===== src/rtl/alarm_clock_pkg.sv =====
// Shared types, BCD limits and helpers for the time-of-day / alarm core.
package alarm_clock_pkg;

  typedef logic [3:0] bcd_t;

  typedef struct packed {
    bcd_t tens;
    bcd_t ones;
  } bcd2_t;

  typedef struct packed {
    bcd2_t hour;
    bcd2_t min;
    bcd2_t sec;
  } hms_t;

  typedef enum logic [1:0] {
    IDLE   = 2'd0,
    RING   = 2'd1,
    SNOOZE = 2'd2
  } ring_state_e;

  localparam logic [7:0] SEC_MAX  = 8'h59;
  localparam logic [7:0] MIN_MAX  = 8'h59;
  localparam logic [7:0] HOUR_MAX = 8'h23;

  function automatic logic [23:0] pack_hms(input hms_t t);
    return {t.hour, t.min, t.sec};
  endfunction

  // Two-digit BCD increment that wraps to 00 after max.
  function automatic logic [7:0] bcd_inc(input logic [7:0] v, input logic [7:0] max);
    if (v == max) return '0;
    if (v[3:0] == 4'd9) return {v[7:4] + 4'd1, 4'd0};
    return v + 8'd1;
  endfunction

endpackage


===== src/rtl/timekeeper_alarm_core_bcd_wrap_counter.sv =====
// Two-digit BCD counter wrapping after MAX; wrap flags the increment that rolls over.
module bcd_wrap_counter
  import alarm_clock_pkg::*;
#(
  parameter logic [7:0] MAX = 8'h59
) (
  input  logic       clk,
  input  logic       reset,
  input  logic       inc,
  output logic [7:0] value,
  output logic       wrap
);

  always_ff @(posedge clk or negedge reset) begin
    if (!reset) value <= '0;
    else if (inc) value <= bcd_inc(value, MAX);
  end

  assign wrap = inc && (value == MAX);

endmodule


===== src/rtl/timekeeper_alarm_core.sv =====
// BCD time-of-day counter with NUM_ALARMS alarms and a ring/snooze controller.
// Optional feature macro: SNOOZE_EN (builds the SNOOZE state, counter and snoozing output).
module timekeeper_alarm_core
  import alarm_clock_pkg::*;
#(
  parameter  int unsigned NUM_ALARMS = 2,
  parameter  int unsigned RING_SEC   = 60,
  parameter  int unsigned SNOOZE_SEC = 300,
  localparam int unsigned AW         = (NUM_ALARMS > 1) ? $clog2(NUM_ALARMS) : 1
) (
  input  logic                  clk,
  input  logic                  reset,
  input  logic                  tick_1hz,
  input  logic                  set_time,
  input  logic                  alarm_edit,
  input  logic [AW-1:0]         alarm_sel,
  input  logic [NUM_ALARMS-1:0] alarm_en,
  input  logic                  inc_sec,
  input  logic                  inc_min,
  input  logic                  inc_hour,
  input  logic                  snooze,
  input  logic                  dismiss,
  output logic [23:0]           time_bcd,
  output logic [23:0]           alarm_bcd,
  output logic                  ringing,
  output logic                  snoozing,
  output logic [AW-1:0]         ring_id
);

  localparam logic [7:0] RING_LOAD = 8'(RING_SEC);

  logic time_tick, match_tick, set_mode;
  logic sec_inc, min_inc, hour_inc, sec_wrap, min_wrap, unused_hour_wrap;
  logic [7:0] sec_q, min_q, hour_q;
  hms_t now, nxt;
  hms_t alarm_q [NUM_ALARMS];
  logic match, ring_en;
  logic [AW-1:0] match_id;

  assign time_tick  = tick_1hz & ~set_time;
  assign match_tick = time_tick & ~alarm_edit;
  assign set_mode   = set_time & ~alarm_edit;

  // Carry chains only on run ticks; manual edits touch a single field.
  assign sec_inc  = time_tick | (set_mode & inc_sec);
  assign min_inc  = (time_tick & sec_wrap) | (set_mode & inc_min);
  assign hour_inc = (time_tick & sec_wrap & min_wrap) | (set_mode & inc_hour);

  bcd_wrap_counter #(.MAX(SEC_MAX)) u_sec (
    .clk(clk), .reset(reset), .inc(sec_inc), .value(sec_q), .wrap(sec_wrap)
  );
  bcd_wrap_counter #(.MAX(MIN_MAX)) u_min (
    .clk(clk), .reset(reset), .inc(min_inc), .value(min_q), .wrap(min_wrap)
  );
  bcd_wrap_counter #(.MAX(HOUR_MAX)) u_hour (
    .clk(clk), .reset(reset), .inc(hour_inc), .value(hour_q), .wrap(unused_hour_wrap)
  );

  assign now      = '{hour: hour_q, min: min_q, sec: sec_q};
  assign time_bcd = pack_hms(now);

  always_comb begin
    nxt     = now;
    nxt.sec = bcd_inc(now.sec, SEC_MAX);
    if (now.sec == SEC_MAX) begin
      nxt.min = bcd_inc(now.min, MIN_MAX);
      if (now.min == MIN_MAX) nxt.hour = bcd_inc(now.hour, HOUR_MAX);
    end
  end

  always_ff @(posedge clk or negedge reset) begin
    if (!reset) begin
      for (int unsigned i = 0; i < NUM_ALARMS; i++) alarm_q[i] <= '0;
    end else if (alarm_edit) begin
      for (int unsigned i = 0; i < NUM_ALARMS; i++) begin
        if (alarm_sel == AW'(i)) begin
          if (inc_sec)  alarm_q[i].sec  <= bcd_inc(alarm_q[i].sec, SEC_MAX);
          if (inc_min)  alarm_q[i].min  <= bcd_inc(alarm_q[i].min, MIN_MAX);
          if (inc_hour) alarm_q[i].hour <= bcd_inc(alarm_q[i].hour, HOUR_MAX);
        end
      end
    end
  end

  always_comb begin
    alarm_bcd = '0;
    match     = 1'b0;
    match_id  = '0;
    ring_en   = 1'b0;
    for (int unsigned i = 0; i < NUM_ALARMS; i++) begin
      if (alarm_sel == AW'(i)) alarm_bcd = pack_hms(alarm_q[i]);
      if (!match && alarm_en[i] && (alarm_q[i] == nxt)) begin
        match    = 1'b1;
        match_id = AW'(i);
      end
      if (ring_id == AW'(i)) ring_en = alarm_en[i];
    end
  end

  ring_state_e   state_q, state_d;
  logic [7:0]    ring_cnt_q, ring_cnt_d;
  logic [AW-1:0] ring_id_d;
`ifdef SNOOZE_EN
  localparam logic [9:0] SNOOZE_LOAD = 10'(SNOOZE_SEC);
  logic [9:0] snz_cnt_q, snz_cnt_d;
`else
  logic unused_snooze;
  assign unused_snooze = snooze;
`endif

  always_ff @(posedge clk or negedge reset) begin
    if (!reset) begin
      state_q    <= IDLE;
      ring_cnt_q <= '0;
      ring_id    <= '0;
`ifdef SNOOZE_EN
      snz_cnt_q  <= '0;
`endif
    end else begin
      state_q    <= state_d;
      ring_cnt_q <= ring_cnt_d;
      ring_id    <= ring_id_d;
`ifdef SNOOZE_EN
      snz_cnt_q  <= snz_cnt_d;
`endif
    end
  end

  // Exit pulses are checked before the tick so they win over the countdown.
  always_comb begin
    state_d    = state_q;
    ring_cnt_d = ring_cnt_q;
    ring_id_d  = ring_id;
`ifdef SNOOZE_EN
    snz_cnt_d  = snz_cnt_q;
`endif
    case (state_q)
      IDLE: begin
        if (match_tick && match) begin
          state_d    = RING;
          ring_id_d  = match_id;
          ring_cnt_d = RING_LOAD;
        end
      end
      RING: begin
        if (!ring_en || dismiss) begin
          state_d = IDLE;
`ifdef SNOOZE_EN
        end else if (snooze) begin
          state_d   = SNOOZE;
          snz_cnt_d = SNOOZE_LOAD;
`endif
        end else if (time_tick) begin
          ring_cnt_d = ring_cnt_q - 8'd1;
          if (ring_cnt_d == '0) state_d = IDLE;
        end
      end
`ifdef SNOOZE_EN
      SNOOZE: begin
        if (!ring_en || dismiss) begin
          state_d = IDLE;
        end else if (time_tick) begin
          snz_cnt_d = snz_cnt_q - 10'd1;
          if (snz_cnt_d == '0) begin
            state_d    = RING;
            ring_cnt_d = RING_LOAD;
          end
        end
      end
`endif
      default: state_d = IDLE;
    endcase
  end

  assign ringing = (state_q == RING);
`ifdef SNOOZE_EN
  assign snoozing = (state_q == SNOOZE);
`else
  assign snoozing = 1'b0;
`endif

endmodule


===== config.mk =====
export PLATFORM = sky130hd
export DESIGN_NAME = timekeeper_alarm_core
export DESIGN_NICKNAME = d
export VERILOG_FILES = /design/src/rtl/alarm_clock_pkg.sv /design/src/rtl/timekeeper_alarm_core_bcd_wrap_counter.sv /design/src/rtl/timekeeper_alarm_core.sv
export SDC_FILE = /design/constraint.sdc
export NUM_CORES = 1
export LEC_CHECK = 0
export CAP_MARGIN = 20
export CORE_AREA = 8 8 159 123
export DETAILED_ROUTE_END_ITERATION = 16
export DIE_AREA = 0 0 167 131
export PLACE_DENSITY_LB_ADDON = 0.08
export SYNTH_ARGS = -nofsm -noshare
export SYNTH_HDL_FRONTEND = slang
export SYNTH_SLANG_ARGS = --single-unit
export TNS_END_PERCENT = 100

===== constraint.sdc =====
create_clock -name clk -period 3.75 [get_ports clk]
set_input_delay 0.75 -clock clk [delete_from_list [all_inputs] [get_ports clk]]
set_output_delay 0.75 -clock clk [all_outputs]
set_load 0.02 [all_outputs]

Word-level counts from Yosys, hierarchy flattened
Index checks and enable logic that the tools add are counted.

Output and inout bits: 51. Word-level logic and storage cells: 234. Input bits: 13. Bits in registers: 83.

Muxes and demuxes: 136. Eq/ne operators: 26. Reductions and logical operators: 21. $add $sub $neg: 19. Bitwise operators: 14.

Operators with widths (number): two-way mux 8 bit (46); two-way mux 1 bit (82); adder 8 x 1 -> 8 bit (second input constant) (9); == test 24 bit (2); == test 8 x 7 -> 1 bit (second input constant) (6); adder 4 x 1 -> 4 bit (second input constant) (9); == test 4 bit (second input constant) (9); == test 8 x 6 -> 1 bit (second input constant) (3); two-way mux 24 bit (1); AND reduction 3 bit (7); two-way mux 16 bit (1); one-hot mux 8 bit (2 select lines) (1); bitwise AND 1 bit (8); logical NOT 8 bit (1); two-way mux 2 bit (4); subtractor 8 x 1 -> 8 bit (second input constant) (1); logical AND 1 bit (6); != test 3 x 1 -> 1 bit (second input constant) (2); != test 2 bit (second input constant) (2); one-hot mux 2 bit (2 select lines) (1); AND reduction 4 bit (1); inverter 1 bit (3); OR 1 bit (3); == test 2 x 1 -> 1 bit (second input constant) (1); 6 further kinds (7).

Logic depth before layout (Yosys ltp)
Gate-level depths: netlist of run 1.

Depth after elaboration: 21. Gate-level depth with buffers: 13. Mapped depth without buffers: 11.

Hierarchy
A second synthesis of run 1 with hierarchy kept.

Cells, all modules: 840. Area total of the unflattened synthesis: 6989.2 um^2.

Modules (own cells, without submodules): timekeeper_alarm_core (cells an instance 692, instances 1, area an instance 5452.7 um^2, seq. area each 1451.4 um^2); bcd_wrap_counter at u_min ... (cells an instance 51, instances 2, area an instance 529.3 um^2, seq. area each 200.2 um^2); bcd_wrap_counter at u_hour (cells an instance 46, instances 1, area an instance 478.0 um^2, seq. area each 200.2 um^2).

Worst setup path after synthesis of run 1
OpenSTA, ideal clock, no wires.

Path type: register -> register. Start: register u_min.value[5]. End: register ring_cnt_q[4]. Data required time: 3.677 ns. Path slack: 0.380 ns. Data arrival time: 3.297 ns. Cell stages (with the launch flop): 14. Path buffers: 2. Period minus slack after synthesis: 3.370 ns. Setup time: 0.073 ns. Cells stage by stage: dfrtp_1 -> clkbuf_1 -> inv_1 -> ha_1 -> and3b_1 -> clkbuf_1 -> nand4_2 -> nor2_1 -> xnor2_1 -> xnor2_1 -> or4_4 -> or4_4 -> a32o_1 -> a21oi_2.

Word-level cells in the longest chain between the ends: 15. Elaborated cells on any way between the ends: 21. Classes of those cells: add/sub: 2; eq/ne: 4; mux: 9; reduce/logical: 6.

RTL lines: start, declared (RTL line timekeeper_alarm_core_bcd_wrap_counter.sv:10) `output logic [7:0] value,`; start signal, assigned (RTL line timekeeper_alarm_core_bcd_wrap_counter.sv:16) `else if (inc) value <= bcd_inc(value, MAX);`; adder 4 x 1 -> 4 bit or == test 8 x 7 -> 1 bit (tied branches) (RTL line alarm_clock_pkg.sv:34, alarm_clock_pkg.sv:33, timekeeper_alarm_core.sv:67); two-way mux 8 bit or two-way mux 1 bit (tied branches) (RTL line alarm_clock_pkg.sv:34, alarm_clock_pkg.sv:33); two-way mux 8 bit or two-way mux 1 bit (tied branches) (RTL line alarm_clock_pkg.sv:35, timekeeper_alarm_core.sv:65); two-way mux 8 bit (RTL line alarm_clock_pkg.sv:34) `if (v[3:0] == 4'd9) return {v[7:4] + 4'd1, 4'd0};`; two-way mux 16 bit * (RTL line timekeeper_alarm_core.sv:65) `if (now.sec == SEC_MAX) begin`; == test 24 bit (RTL line timekeeper_alarm_core.sv:92) `if (!match && alarm_en[i] && (alarm_q[i] == nxt)) begin`; logical AND 1 bit (RTL line timekeeper_alarm_core.sv:92); two-way mux 1 bit (RTL line timekeeper_alarm_core.sv:92); logical NOT 1 bit (RTL line timekeeper_alarm_core.sv:92); logical AND 1 bit (2 in a row) (RTL line timekeeper_alarm_core.sv:92); two-way mux 1 bit * (RTL line timekeeper_alarm_core.sv:92); logical AND 1 bit * (RTL line timekeeper_alarm_core.sv:139) `if (match_tick && match) begin`; != test 2 bit (no source line) *; AND reduction 4 bit (no source line) *; end signal, assigned (RTL line timekeeper_alarm_core.sv:121) `ring_cnt_q <= ring_cnt_d;`; end, declared (RTL line timekeeper_alarm_core.sv:101) `logic [7:0] ring_cnt_q, ring_cnt_d;`.

Every way passes the cells marked *; elsewhere a longest branch is shown, timed or not. The select of a mux whose other input is x is not followed. A chain may end at the register's enable or synchronous reset.

Final worst setup path of run 1
Start: register u_sec.value[1]. End: register ring_cnt_q[4].

Word-level cells in the longest chain between the ends: 15. Elaborated cells on any way between the ends: 21. Classes of those cells: add/sub: 1; eq/ne: 5; mux: 9; reduce/logical: 6.

RTL lines (RTL line): start, declared (timekeeper_alarm_core_bcd_wrap_counter.sv:10); start signal, assigned (timekeeper_alarm_core_bcd_wrap_counter.sv:16); branches (longest 11 deep; another with adder 8 x 1 -> 8 bit); two-way mux 1 bit * (timekeeper_alarm_core.sv:92); logical AND 1 bit * (timekeeper_alarm_core.sv:139); != test 2 bit (no source line) *; AND reduction 4 bit (no source line) *.

Mark *: on every way between the ends. The select of a mux whose other input is x is not followed.

==> results of run 1 <==
## timing repair
item	4_1_cts	5_1_grt
hold endpoints to repair	0	0
buffers inserted	0	3
setup endpoints to repair	0	1
gates resized for setup	0	0
## registers in the layout, indices dropped and copies added, names as in the netlist
signal        count
alarm_q          48
ring_cnt_q        8
u_hour.value      8
u_min.value       8
u_sec.value       8
ring_id           1
state_q           1
## cells by family (layout without fill, tap and decap cells)
family	Yosys count	count (layout)	synth area share, %
mux	36	36	5.89
simple gates	284	284	23.1
buf+inv	80	140	4.99
xor+xnor	58	58	8.05
fa+ha+maj	38	38	7.13
other cells	1	1	0.0563
compound gates	204	204	20.0
flops	82	82	30.8
## stage by stage
stage	hold WS (ps)	power [mW]
6_report	307	5.80
3_3_place_gp	526	4.79
5_1_grt	336	6.24
4_1_cts	312	5.81
2_1_floorplan	454	3.67
3_5_place_dp	536	4.84
## per-layer routing
metal	global-route usage, %	part of all wire (%)	wire length (µm)
met5	0	0	0
met2	28.2	41	8460
met3	3.87	5.1	1060
met1	28.6	52	10700
met4	5.86	2.1	440
## worst paths after layout
path                                            start                          end  slack [ps]  depth (start not counted)
setup / recovery           u_sec.value[1]$_DFFE_PN0P_    ring_cnt_q[4]$_DFFE_PN0P_         300                         11
hold / removal                                  reset      alarm_q[29]$_DFFE_PN0P_         310                          1
setup reg to reg           u_sec.value[1]$_DFFE_PN0P_    ring_cnt_q[4]$_DFFE_PN0P_         300                         11
hold reg to reg             ring_cnt_q[0]$_DFFE_PN0P_    ring_cnt_q[0]$_DFFE_PN0P_         540                          1
max in group asynchronous                       reset  u_hour.value[0]$_DFFE_PN0P_        2700                          2
min in group clk            ring_cnt_q[0]$_DFFE_PN0P_    ring_cnt_q[0]$_DFFE_PN0P_         540                          1
## report_power, final
| group | internal (mW) | leakage [nW] | switching (mW) |
|---|---|---|---|
| registers | 1.16 | 1.01 | 0.620 |
| clock network | 0.537 | 0.138 | 0.403 |
| logic | 1.42 | 2.12 | 1.66 |
| total | 3.11 | 3.27 | 2.69 |
## synth_stat cells, types with 3 or more instances
cell type,count
a311oi_1,3
nor4_1,10
buf_1,7
ha_1,38
clkbuf_1,30
a32oi_1,6
and2_1,6
mux2_2,26
nand4b_1,3
a22oi_1,4
o21ai_0,54
a21oi_2,3
o21a_1,6
o2111ai_1,4
and3b_1,6
a211oi_1,6
nand2_1,79
a21o_1,8
inv_1,31
and3_1,11
nor2_1,49
nand4_1,16
nor3_1,23
o22ai_1,11
buf_2,8
nand2b_1,9
nand3_1,25
a2111oi_0,5
nor2b_1,10
o21bai_1,3
a32o_1,4
a22o_1,4
o32ai_1,3
or4_1,6
o31ai_1,3
xor2_1,14
a31oi_1,20
xnor2_1,42
mux2i_1,10
dfrtp_1,82
a21oi_1,42
or3_1,8
nand3b_1,5
## final cells by class
cell class | count | area, µm² | share of cell area [%]
flip-flops and latches | 82 | 2050 | 26.0
repair buffers | 93 | 861 | 10.9
clock buffers | 11 | 243 | 3.08
inverters | 31 | 116 | 1.47
clock inverters | 5 | 61.3 | 0.777
well taps | 220 | 275 | 3.49
multi-input cells | 621 | 4280 | 54.3
## worst reg2reg max path, delay by kind of cell (launching register included)
family	cells	cell delay (ps)
buffers and inverters	1	90
flip-flops	1	420
adder cells (fa/ha/maj)	1	230
AND/OR/NAND/NOR	4	1300
AO/OA/AOI/OAI	4	1240
XOR/XNOR	1	90
==> summary.md, run 1 <==
| Metric | Value |
|---|---|
| Area Growth Syn to Fin | 18.4% |
| CP max stage cell | or4_4 |
| Final max-slew violation count | 0 |
| ANT cells | 0 |
| Top-area cell type share of the netlist area | 30.8% |
| Final wirelength | 20.7 mm |
| Max stage delay on crit path | 570 ps |
| Worst Setup End Kind | register |
| Vias in the first global route | 5956 |
| Clock buffer depth | 2 |
| Cells after DPL | 1044 |
| Max Freq | 0.290 GHz |
| First-pass GRT wire length | 33.5 mm |
| Synth Instances | 783 |
| Unrepaired setup endpoints after global routing | no |
| Layout Cells excl Fill | 1063 |
| Commonest cells after routing, fill and taps aside | dfrtp_1, nand2_1, clkdlybuf4s50_1 |
| Antenna violations before repair | 0 |
| Sequential share of the synthesized area | 30.8% |
| Endpoints failing setup | 0 |
| Final Hold Viols | 0 |
| Final-stage net count | 889 |
| Most common cell on crit path | a21oi_2 |
| Synthesized area | 6670 µm² |
| Cell Pwr Density | 735 nW/µm² |
| Initial Utilization | 38.8% |
| Worst hold-check path type | in2async |
| Root buf cell | clkbuf_16 |
| CP Max Fanout | 5 |
| Data arrival, critical path | 3740 ps |
| Port bufs | 61 |
| Syn Area/Cell | 8.51 µm² |
| # rows | 42 |
| Slew HR | 61.0% |
| Largest net degree at the start of global routing | 40 |
| Post-synth top flop | dfrtp_1 |
| Most common cell after layout, fill and taps aside | dfrtp_1 |
| Final ANT Viol Nets | 0 |
| Area post-placement | 7560 µm² |
| DR vias/cell | 5.82 |
| H-tree depth | 3 |
| CP cell instances | inv_1 > ha_1 > and3b_1 > nand2_1 > a21oi_2 > xnor2_1 > a2111oi_0 > nand4_1 > or4_4 > a32o_1 > a21oi_2 |
| Area leader, netlist | dfrtp_1 |
| Finished Cell Area | 7890 µm² |
| Die height | 131 µm |
| Remaining DRCs | 0 |
| Cell variety after synth | 72 |
| CTS sink count | 82 |
| Setup TNS | 0 ps |
| CP Data Required Time | 4040 ps |
| Util after Layout | 45.9% |
| Dpl ws | 194 ps |
| CP startpoint kind | register |
| PnR worst setup slack | 302 ps |
| P_leak | 3.27 nW |
| Core outline area | 17200 µm² |
| Fillers | 1713 |
| Max-Cap Viols | 0 |
| Worst-margin pin slew | 570 ps |
| CTS tree | done |
| Delay-heaviest family, CP | simple AND/OR/NAND/NOR gates |
| Grt ovf | 0 |
| Post-synth EDFFs | 0 |
| Period utilisation layout | 91.9% |
| Worst path bufs/invs | 1 |
| Placer Congestion | 0.885 |
| WL per Instance | 19.4 µm |
| Maximum vdd drop | 263 µV |
| I/O pin count | 64 |
| DP HPWL | 15.9 mm |
| Synth Warn # | 0 |
| 1st-pass router iterations | 5 |
| Global Route Usage Sum | 19.5% |
| Via count | 6189 |
| CP Class | reg2reg |
| Worst-path clk slew | 70 ps |
| Share of cells above drive strength 1 | 10.8% |
| Inserted Clock Buffers | 9 |
| Ys async rst share | 100% |
| Post-CTS Hold Fix Bufs | 0 |
| Synth area leaders | dfrtp_1, ha_1, xnor2_1 |
| Die area | 21900 µm² |
| Outcome | complete, no violations |
| DRT iter0 DRCs | 531 |
| #FFs+latches synth | 82 |
| Final min period | 3450 ps |
| Worst-Skew Late Latency | 350 ps |
| DIE WIDTH | 167 µm |
| Fin Clk Skew | 6.15 ps |
| Syn nets | 834 |
(Power assumes the default switching activity.)
==> run 2: changes to the inputs <==
--- a/config.mk
+++ b/config.mk
@@ -7,6 +7,7 @@
 export LEC_CHECK = 0
 export CAP_MARGIN = 20
 export CORE_AREA = 8 8 159 123
+export CTS_CLUSTER_DIAMETER = 60
 export DETAILED_ROUTE_END_ITERATION = 16
 export DIE_AREA = 0 0 167 131
 export PLACE_DENSITY_LB_ADDON = 0.08
==> results of run 2 <==
The final DEF is identical to that of run 1; final timing and power are the same.
==> run 3: changes to the inputs <==
--- a/config.mk
+++ b/config.mk
@@ -6,10 +6,11 @@
 export NUM_CORES = 1
 export LEC_CHECK = 0
 export CAP_MARGIN = 20
-export CORE_AREA = 8 8 159 123
+export CORE_AREA = 8 8 139 141
+export CTS_BUF_LIST = sky130_fd_sc_hd__clkbuf_8
 export CTS_CLUSTER_DIAMETER = 60
 export DETAILED_ROUTE_END_ITERATION = 16
-export DIE_AREA = 0 0 167 131
+export DIE_AREA = 0 0 147 149
 export PLACE_DENSITY_LB_ADDON = 0.08
 export SYNTH_ARGS = -nofsm -noshare
 export SYNTH_HDL_FRONTEND = slang
==> run 3 against run 2 <==
  * Power decreased by 5.3%
  * Count of clock-buffer cells in the layout unchanged
  * Non-clock buffer count decreased by 2
  * Critical path type unchanged
  * Largest cell class unchanged
==> summary.md, run 3 (synthesized netlist as in run 1, its figures left out) <==
| Metric | Value |
|---|---|
| Fin Clk Skew | 10.7 ps |
| Max layer used | met4 |
| First-pass GRT wire length | 33.1 mm |
| DR vias/cell | 5.75 |
| Met3 WL | 893 µm |
| Final wirelength | 20.4 mm |
| P_leak | 3.22 nW |
| Most common cell after layout, fill and taps aside | dfrtp_1 |
| Worst Setup End Kind | register |
| WL per Instance | 19.2 µm |
| Most flops, register | alarm_q |
| ANT cells | 0 |
| Final-stage net count | 887 |
| DP HPWL | 15.6 mm |
| CTS tree | done |
| DIE WIDTH | 147 µm |
| Layout Cells excl Fill | 1064 |
| Resize count post-CTS | 0 |
| CP Class | reg2reg |
| # rows | 48 |
| Worst hold-check path type | in2async |
| Fillers | 1716 |
| Inserted Clock Buffers | 9 |
| Register Area | 2050 µm² |
| Max-Cap Viols | 0 |
| Die height | 149 µm |
| Die area | 21900 µm² |
| Post-CTS Hold Fix Bufs | 0 |
| Cells after DPL | 1050 |
| Critical Path Start | u_sec.value[1]$_DFFE_PN0P_ |
| 1st-pass router iterations | 5 |
| H-tree depth | 3 |
| Endpoints failing setup | 0 |
| Grt ovf | 0 |
| Post-CTS Setup Bufs | 0 |
| Final Hold Viols | 0 |
| Final ANT Viol Nets | 0 |
| M1 WL | 9.41 mm |
| Final max-slew violation count | 0 |
| Commonest cells after routing, fill and taps aside | dfrtp_1, nand2_1, clkdlybuf4s50_1 |
| Final min period | 3560 ps |
| Remaining DRCs | 0 |
| Placer Congestion | 0.911 |
| Slew HR | 42.6% |
| Met2 WL | 9.75 mm |
| Antenna violations before repair | 0 |
| Clock buffer depth | 2 |
| Area Growth Syn to Fin | 16.5% |
| Via count | 6121 |
| Setup TNS | 0 ps |
| CP Max Fanout | 5 |
| Data arrival, critical path | 3870 ps |
| Worst-Skew Late Latency | 380 ps |
| Root buf cell | clkbuf_8 |
| Period utilisation layout | 94.9% |
| Share of cells above drive strength 1 | 10.5% |
| Core outline area | 17100 µm² |
| CP startpoint kind | register |
| Global Route Usage Sum | 18.9% |
| Outcome | complete, no violations |
| Reg-to-reg startpoint | u_sec.value[1]$_DFFE_PN0P_ |
| Port bufs | 61 |
| CP Data Required Time | 4060 ps |
| Vias in the first global route | 6055 |
| Max Freq | 0.281 GHz |
| DRT iter0 DRCs | 343 |
| Largest net degree at the start of global routing | 62 |
| Maximum vdd drop | 310 µV |
| Worst-path clk slew | 90 ps |
| Worst-margin pin slew | 861 ps |
| Cell Pwr Density | 707 nW/µm² |
| I/O pin count | 64 |
| Initial Utilization | 39.1% |
| CTS sink count | 82 |
| Max FFs per register | 48 |
| Multi-input gate area | 4280 µm² |
| Unrepaired setup endpoints after global routing | no |
| Setup slack, reg-to-reg | 190 ps |
==> run 3: changes by cell type in the layout (fill, tap and decap cells not counted) <==
cell and change:
buf_4 -2, clkbuf_16 -9, clkinvlp_4 -3, clkbuf_8 +10, clkinv_2 +2, inv_6 -1
clkbuf_1 -1
==> run 3: layout make-up <==
| cell class | instances | share of cell area (%) |
|---|---|---|
| multi-input combinational | 621 | 55.1 |
| sequential | 82 | 26.4 |
| timing repair buffer | 91 | 10.9 |
| tap | 225 | 3.62 |
| clock buffer | 11 | 1.95 |
| inverter | 31 | 1.50 |
| clock inverter | 3 | 0.515 |
==> run 3: where the power goes <==
group	switching, mW	internal (mW)	total [mW]	leakage (nW)
combinational	1.61	1.43	3.05	2.11
sequential	0.627	1.15	1.78	1.01
clock	0.334	0.335	0.669	0.101
total	2.57	2.92	5.50	3.22
==> run 3: critical path, stage by stage (launching register included) <==
cell and delay, ps:
dfrtp_1 440, inv_1 90, ha_1 230, nand3b_4 150, nor4_4 510, and4b_1 380
nor2_4 40, xnor2_1 120, or4_4 560, or4_4 570, a32o_1 280, a21oi_2 120
==> run 3: metrics by stage <==
| step | hold WS, ps | utilization (%) | power [mW] | cell area (µm²) | setup slack [ps] |
|---|---|---|---|---|---|
| after global placement | 520 | 44.4 | 4.78 | 7580 | 262 |
| after global routing | 540 | 45.5 | 5.93 | 7770 | 18.1 |
| after floorplan | 454 | - | 3.67 | 6670 | 380 |
| after detailed placement | 525 | 44.4 | 4.83 | 7580 | 210 |
| final | 480 | 45.5 | 5.50 | 7770 | 190 |
| after CTS | 500 | 45.5 | 5.53 | 7770 | 201 |
==> run 3: worst paths after layout <==
| path | depth (start not counted) | to |
|---|---|---|
| worst max-delay path | 11 | ring_cnt_q[4]$_DFFE_PN0P_ |
| worst min-delay path | 1 | alarm_q[2]$_DFFE_PN0P_ |
| worst max register to register | 11 | ring_cnt_q[4]$_DFFE_PN0P_ |
| worst min register to register | 1 | ring_cnt_q[0]$_DFFE_PN0P_ |
| max in group asynchronous | 2 | u_hour.value[6]$_DFFE_PN0P_ |
| min in group clk | 1 | ring_cnt_q[0]$_DFFE_PN0P_ |
==> run 3: metal layers <==
layer	vias up	GRT usage, %
li1	2969	-
met1	2977	24.9
met2	155	31.3
met3	20	2.46
met4	0	6.73
met5	-	0
